**config.mk**
```make
export PLATFORM = sky130hd
export DESIGN_NAME = mem_port_arbiter
export DESIGN_NICKNAME = d
export VERILOG_FILES = /design/src/rtl/mem_arb_pkg.sv /design/src/rtl/mem_arb_wdog.sv /design/src/rtl/mem_port_arbiter.sv
export SDC_FILE = /design/constraint.sdc
export NUM_CORES = 1
export LEC_CHECK = 0
export ABC_AREA = 1
export CORE_ASPECT_RATIO = 0.9
export CORE_MARGIN = 2
export CORE_UTILIZATION = 36
export DETAILED_ROUTE_END_ITERATION = 7
export PLACE_DENSITY = 0.81
export SLEW_MARGIN = 20
export SYNTH_ARGS = -nofsm -noshare
export SYNTH_HDL_FRONTEND = slang
export SYNTH_SLANG_ARGS = --single-unit
```
**constraint.sdc**
```tcl
create_clock -name clk -period 1.5 [get_ports clk]
set_input_delay 0.15 -clock clk [delete_from_list [all_inputs] [get_ports clk]]
set_output_delay 0.15 -clock clk [all_outputs]
set_load 0.05 [all_outputs]
```
**src/rtl/mem_arb_pkg.sv**
```systemverilog
// rtl/mem_arb_pkg.sv - shared state type, owner codes and default sizes for mem_port_arbiter
package mem_arb_pkg;

    localparam int ADDR_W_DEF      = 32;
    localparam int DATA_W_DEF      = 32;
    localparam int MAX_D_BURST_DEF = 4;
    localparam int TIMEOUT_DEF     = 16;

    localparam logic OWN_I = 1'b0;
    localparam logic OWN_D = 1'b1;

    typedef enum logic [1:0] {
        IDLE   = 2'd0,
        BUSY_I = 2'd1,
        BUSY_D = 2'd2
    } arb_state_e;

    function automatic logic [3:0] sat_inc4(input logic [3:0] v);
        return (v == 4'hF) ? v : v + 4'd1;
    endfunction

endpackage

```
**src/rtl/mem_arb_wdog.sv**
```systemverilog
// rtl/mem_arb_wdog.sv - busy-cycle watchdog for mem_port_arbiter, used when MEM_ARB_TIMEOUT_EN is defined
module mem_arb_wdog #(
    parameter int TIMEOUT = 16
) (
    input  logic clk,
    input  logic rst,
    input  logic busy,
    input  logic ready,
    output logic expire
);

    localparam int CNT_W = $clog2(TIMEOUT + 1);

    logic [CNT_W-1:0] cnt_q, cnt_d;

    // Counter is zero in the first busy cycle because it is held clear while idle.
    always_comb begin
        cnt_d  = busy ? cnt_q + CNT_W'(1) : '0;
        expire = busy && !ready && (cnt_q == CNT_W'(TIMEOUT - 1));
    end

    always_ff @(posedge clk) begin
        if (!rst) begin
            cnt_q <= '0;
        end else begin
            cnt_q <= cnt_d;
        end
    end

endmodule

```
**src/rtl/mem_port_arbiter.sv**
```systemverilog
// rtl/mem_port_arbiter.sv - shares one memory port between fetch and load/store; MEM_ARB_TIMEOUT_EN adds a busy watchdog
module mem_port_arbiter
    import mem_arb_pkg::*;
#(
    parameter int ADDR_W      = ADDR_W_DEF,
    parameter int DATA_W      = DATA_W_DEF,
    parameter int MAX_D_BURST = MAX_D_BURST_DEF,
    parameter int TIMEOUT     = TIMEOUT_DEF
) (
    input  logic              clk,
    input  logic              rst,
    input  logic              if_req,
    input  logic [ADDR_W-1:0] if_addr,
    output logic              if_gnt,
    output logic              if_valid,
    output logic [DATA_W-1:0] if_rdata,
    input  logic              d_req,
    input  logic              d_we,
    input  logic [ADDR_W-1:0] d_addr,
    input  logic [DATA_W-1:0] d_wdata,
    output logic              d_gnt,
    output logic              d_valid,
    output logic [DATA_W-1:0] d_rdata,
    output logic              mem_req,
    output logic              mem_we,
    output logic [ADDR_W-1:0] mem_addr,
    output logic [DATA_W-1:0] mem_wdata,
    input  logic              mem_ready,
    input  logic [DATA_W-1:0] mem_rdata,
`ifdef MEM_ARB_TIMEOUT_EN
    output logic              stall,
    output logic              timeout_err
`else
    output logic              stall
`endif
);

    arb_state_e        state_q, state_d;
    logic [3:0]        dcnt_q, dcnt_d;
    logic              if_gnt_q, if_gnt_d;
    logic              if_valid_q, if_valid_d;
    logic [DATA_W-1:0] if_rdata_q, if_rdata_d;
    logic              d_gnt_q, d_gnt_d;
    logic              d_valid_q, d_valid_d;
    logic [DATA_W-1:0] d_rdata_q, d_rdata_d;
    logic              mem_req_q, mem_req_d;
    logic              mem_we_q, mem_we_d;
    logic [ADDR_W-1:0] mem_addr_q, mem_addr_d;
    logic [DATA_W-1:0] mem_wdata_q, mem_wdata_d;
    logic              take_d, take_i, own, abort;

    always_comb begin
        // Data wins unless fetch has already waited out MAX_D_BURST data grants.
        take_d      = d_req && (!if_req || (dcnt_q < 4'(MAX_D_BURST)));
        take_i      = !take_d && if_req;
        own         = take_d ? OWN_D : OWN_I;
        state_d     = state_q;
        dcnt_d      = dcnt_q;
        if_gnt_d    = 1'b0;
        if_valid_d  = 1'b0;
        if_rdata_d  = if_rdata_q;
        d_gnt_d     = 1'b0;
        d_valid_d   = 1'b0;
        d_rdata_d   = d_rdata_q;
        mem_req_d   = mem_req_q;
        mem_we_d    = mem_we_q;
        mem_addr_d  = mem_addr_q;
        mem_wdata_d = mem_wdata_q;
        case (state_q)
            IDLE: begin
                if (take_d || take_i) begin
                    state_d     = (own == OWN_D) ? BUSY_D : BUSY_I;
                    if_gnt_d    = take_i;
                    d_gnt_d     = take_d;
                    mem_req_d   = 1'b1;
                    mem_we_d    = take_d && d_we;
                    mem_addr_d  = take_d ? d_addr : if_addr;
                    mem_wdata_d = take_d ? d_wdata : '0;
                    dcnt_d      = take_d ? sat_inc4(dcnt_q) : 4'd0;
                end
            end
            BUSY_I, BUSY_D: begin
                if (mem_ready || abort) begin
                    state_d   = IDLE;
                    mem_req_d = 1'b0;
                    if (state_q == BUSY_I) begin
                        if_valid_d = 1'b1;
                        if_rdata_d = mem_ready ? mem_rdata : '0;
                    end else begin
                        d_valid_d = 1'b1;
                        d_rdata_d = (mem_ready && !mem_we_q) ? mem_rdata : '0;
                    end
                end
            end
            default: state_d = IDLE;
        endcase
        if (!if_req) begin
            dcnt_d = 4'd0;
        end
    end

    always_ff @(posedge clk) begin
        if (!rst) begin
            state_q     <= IDLE;
            dcnt_q      <= 4'd0;
            if_gnt_q    <= 1'b0;
            if_valid_q  <= 1'b0;
            if_rdata_q  <= '0;
            d_gnt_q     <= 1'b0;
            d_valid_q   <= 1'b0;
            d_rdata_q   <= '0;
            mem_req_q   <= 1'b0;
            mem_we_q    <= 1'b0;
            mem_addr_q  <= '0;
            mem_wdata_q <= '0;
        end else begin
            state_q     <= state_d;
            dcnt_q      <= dcnt_d;
            if_gnt_q    <= if_gnt_d;
            if_valid_q  <= if_valid_d;
            if_rdata_q  <= if_rdata_d;
            d_gnt_q     <= d_gnt_d;
            d_valid_q   <= d_valid_d;
            d_rdata_q   <= d_rdata_d;
            mem_req_q   <= mem_req_d;
            mem_we_q    <= mem_we_d;
            mem_addr_q  <= mem_addr_d;
            mem_wdata_q <= mem_wdata_d;
        end
    end

`ifdef MEM_ARB_TIMEOUT_EN
    logic timeout_err_q, timeout_err_d;

    mem_arb_wdog #(
        .TIMEOUT (TIMEOUT)
    ) u_wdog (
        .clk    (clk),
        .rst    (rst),
        .busy   (state_q != IDLE),
        .ready  (mem_ready),
        .expire (abort)
    );

    assign timeout_err_d = abort;

    always_ff @(posedge clk) begin
        if (!rst) begin
            timeout_err_q <= 1'b0;
        end else begin
            timeout_err_q <= timeout_err_d;
        end
    end

    assign timeout_err = timeout_err_q;
`else
    // Without the watchdog a busy access never aborts.
    assign abort = (TIMEOUT < 0);
`endif

    assign if_gnt    = if_gnt_q;
    assign if_valid  = if_valid_q;
    assign if_rdata  = if_rdata_q;
    assign d_gnt     = d_gnt_q;
    assign d_valid   = d_valid_q;
    assign d_rdata   = d_rdata_q;
    assign mem_req   = mem_req_q;
    assign mem_we    = mem_we_q;
    assign mem_addr  = mem_addr_q;
    assign mem_wdata = mem_wdata_q;
    assign stall     = (if_req & ~if_valid_q) | (d_req & ~d_valid_q);

endmodule

```
==> metrics.yaml <==
run_status:
  outcome: "finished, final reports clean"
critical_path:
  crit_required_ns: 1.79
  crit_chain: "inv_2, ha_4, inv_2, nor2_4, buf_12, buf_4, clkbuf_16, a31oi_1"
  startpoint_type: "flop"
  cp_num_buf_inv: 5
  worstSetupPathType: "flop to flop"
  end_kind: "flop"
  cp_max_fo: 11
  arrival_ns: 1.74
  critPathMaxStageDelay_ns: 0.32
  cp_common_cell: "inv_2"
  reg2reg_setup_slack_ns: 0.05
  crit_slowest_cell: "dfxtp_2"
  crit_family: "buffers and inverters"
timing:
  skew_ns: 0.00770
  fmax_mhz: 692
  slew_violations: 0
  setup_violations: 0
  slew_headroom: 0.784
  worst_slew_pin_slew_ns: 0.324
  final.period_utilization: 0.964
  fin_crit_ns: 1.45
  hold_violations: 0
  setup-tns-final_ns: 0
detailed_routing:
  drc: 0
  vias_per_cell: 4.89
  drt-wirelength-per-cell_um: 15.4
  first_pass_iters: 7
  ant_nets: 0
  wl_um: 18100
  first_iter_violations: 408
  vias: 5739
floorplanning:
  die_x_um: 132
  core_area_um2: 14600
  rows: 42
  start_util: 0.366
  fp.dieH_um: 119
  die_area_um2: 15800
  io_pins: 269
global_route:
  antenna_found_initial: 0
  globalRouteTotalUtil: 0.218
  busiest_layer: "met2"
  use_met2: 0.360
  grt_pass1_wl_um: 27300
  overflow: 0
  grt_pass1_vias: 5399
  met3_usage: 0.0779
  grt_max_degree: 61
  gr-usage-met1: 0.260
power_and_ir_drop:
  peakVddDrop_mv: 0.931
  cellPowerDensity_nw_per_um2: 1350
  p_leak_nw: 3.84
  total_power_w: 0.0121
synthesis:
  ys.flop_type: "dfxtp_1"
  ys_warn_count: 0
  async_reset_ff_frac: 0
  synthDistinctLibCells: 22
  synth_fp_nets: 827
  netlist_area_um2: 5320
  synth-edff-count: 0
  syn_avg_cell_area_um2: 7.71
  netlist_instances: 690
  synth-seq-area-share: 0.527
  synth-seq-cells: 140
final_layout:
  areaGrowthSynthToFinish_pct: 68.8
  finalNetCount: 1099
  diodes: 0
  layout-drive-gt1-share: 0.230
  final_cells: 1173
  fillers: 1260
clock_tree:
  cts_max_level: 4
  cts_root_buffer: "clkbuf_16"
  clock_sink_count: 140
  cts_tree: "yes"
  cts_hold_buf: 0
  clkLatencyLatePin_ns: 0.42
  clk_pin_slew_ns: 0.06
  max-clock-path-buffers: 2
  cts_made_buffers: 17
run:
  maxCapViolCount: 0
placement:
  dp_hpwl_um: 11800
  port_buffers: 268
  dp.cells: 1130
  place_congestion: 0.810
hold_path:
  hold_class: "input pin to flop"
## cells in the final DEF, fill, tap and decap left out, types with 3 or more instances in the layout
cell	synthesis	routed
inv_1	16	12
dfxtp_1	140	139
a21oi_1	41	40
nor2_1	74	72
clkinv_2	0	3
nand3_1	39	39
clkbuf_16	0	25
bufinv_16	0	3
buf_12	0	15
clkdlybuf4s50_1	0	132
o21ai_0	127	114
nand2_1	149	147
o21ai_1	6	17
a31oi_1	32	32
inv_2	1	5
buf_4	3	151
clkbuf_8	0	4
## registers in the layout, indices dropped and copies added (netlist names)
name,cells
if_gnt,1
mem_we,1
d_valid,1
if_rdata,32
dcnt_q,4
d_gnt,1
d_rdata,32
mem_req,1
if_valid,1
mem_addr,32
state_q,2
mem_wdata,32
## worst min-delay path: cells and delay by family
kind / cells / cell delay (ns)
AOI/OAI and AO/OA: 2 / 0.15
buffers and inverters: 1 / 0.22
## logic make-up after synthesis
family | count (synthesis) | share of synthesized area
and+or+nand+nor | 266 | 0.199
buffers and inverters | 72 | 0.0614
AOI/OAI and AO/OA | 208 | 0.204
DFF | 140 | 0.527
adders and majority gates | 3 | 0.00705
xor gates and xnor gates | 1 | 0.00165
## Yosys cell counts (3+ instances only)
cell      instances  area share
nand2_1         149        0.11
dfxtp_1         140        0.53
o21ai_0         127        0.12
nor2_1           74       0.052
a21oi_1          41       0.039
nand3_1          39       0.037
a31oi_1          32       0.038
clkbuf_1         27       0.019
buf_2            18       0.017
inv_1            16       0.011
o21ai_1           6      0.0056
buf_1             4      0.0028
buf_4             3      0.0042
buf_6             3      0.0063
ha_1              3      0.0071
## worst paths after layout
check | start | to | cells after the start
worst min-delay path | rst | mem_addr[10]$_SDFFE_PN0P_ | 3
worst min register to register | d_rdata[8]$_SDFFE_PN0P_ | d_rdata[8]$_SDFFE_PN0P_ | 2
worst max register to register | state_q[1]$_SDFFE_PN0P_ | mem_addr[20]$_SDFFE_PN0P_ | 8
worst max-delay path | state_q[1]$_SDFFE_PN0P_ | mem_addr[20]$_SDFFE_PN0P_ | 8
## where the power goes
part | leakage, nW | internal [W] | switching [W] | total (W)
Clock | 0.302 | 0.00279 | 0.00160 | 0.00439
Combinational | 2.39 | 0.00134 | 0.00212 | 0.00346
Sequential | 1.15 | 0.00406 | 0.000186 | 0.00424
Total | 3.84 | 0.00819 | 0.00390 | 0.0121
## layer usage
layer / part of all wire / wire, µm
met5: 0 / 0
met4: 0.023 / 419
met3: 0.070 / 1260
met2: 0.49 / 8850
met1: 0.42 / 7580
## through the flow
stage / instance area (µm²) / hold WS [ns] / setup WS [ns] / utilization
after floorplan: 5320 / 0.289 / 0.0365 / -
after global placement: 8030 / 0.456 / -0.114 / 0.551
after detailed placement: 8030 / 0.465 / -0.192 / 0.551
after CTS: 8650 / 0.141 / 0.00394 / 0.595
after global routing: 8980 / 0.155 / -0.00890 / 0.617
final: 8980 / 0.158 / 0.0547 / 0.617
## cell type report
class	instances	area, µm²	area share
clock buffer	22	484	0.0539
clock inverter	10	138	0.0153
inverter	17	63.8	0.00711
multi-input combinational	478	2240	0.250
sequential	140	2800	0.312
tap	198	248	0.0276
timing repair buffer	308	3000	0.334
## what timing repair did
action                                  CTS  global route
endpoints found under the setup margin   26           109
pin swaps                                 1             2
gates resized for setup                   2            38
gates cloned                              0             8
buffers inserted                          0             3
Note: power is estimated with default switching activity, not from simulation.
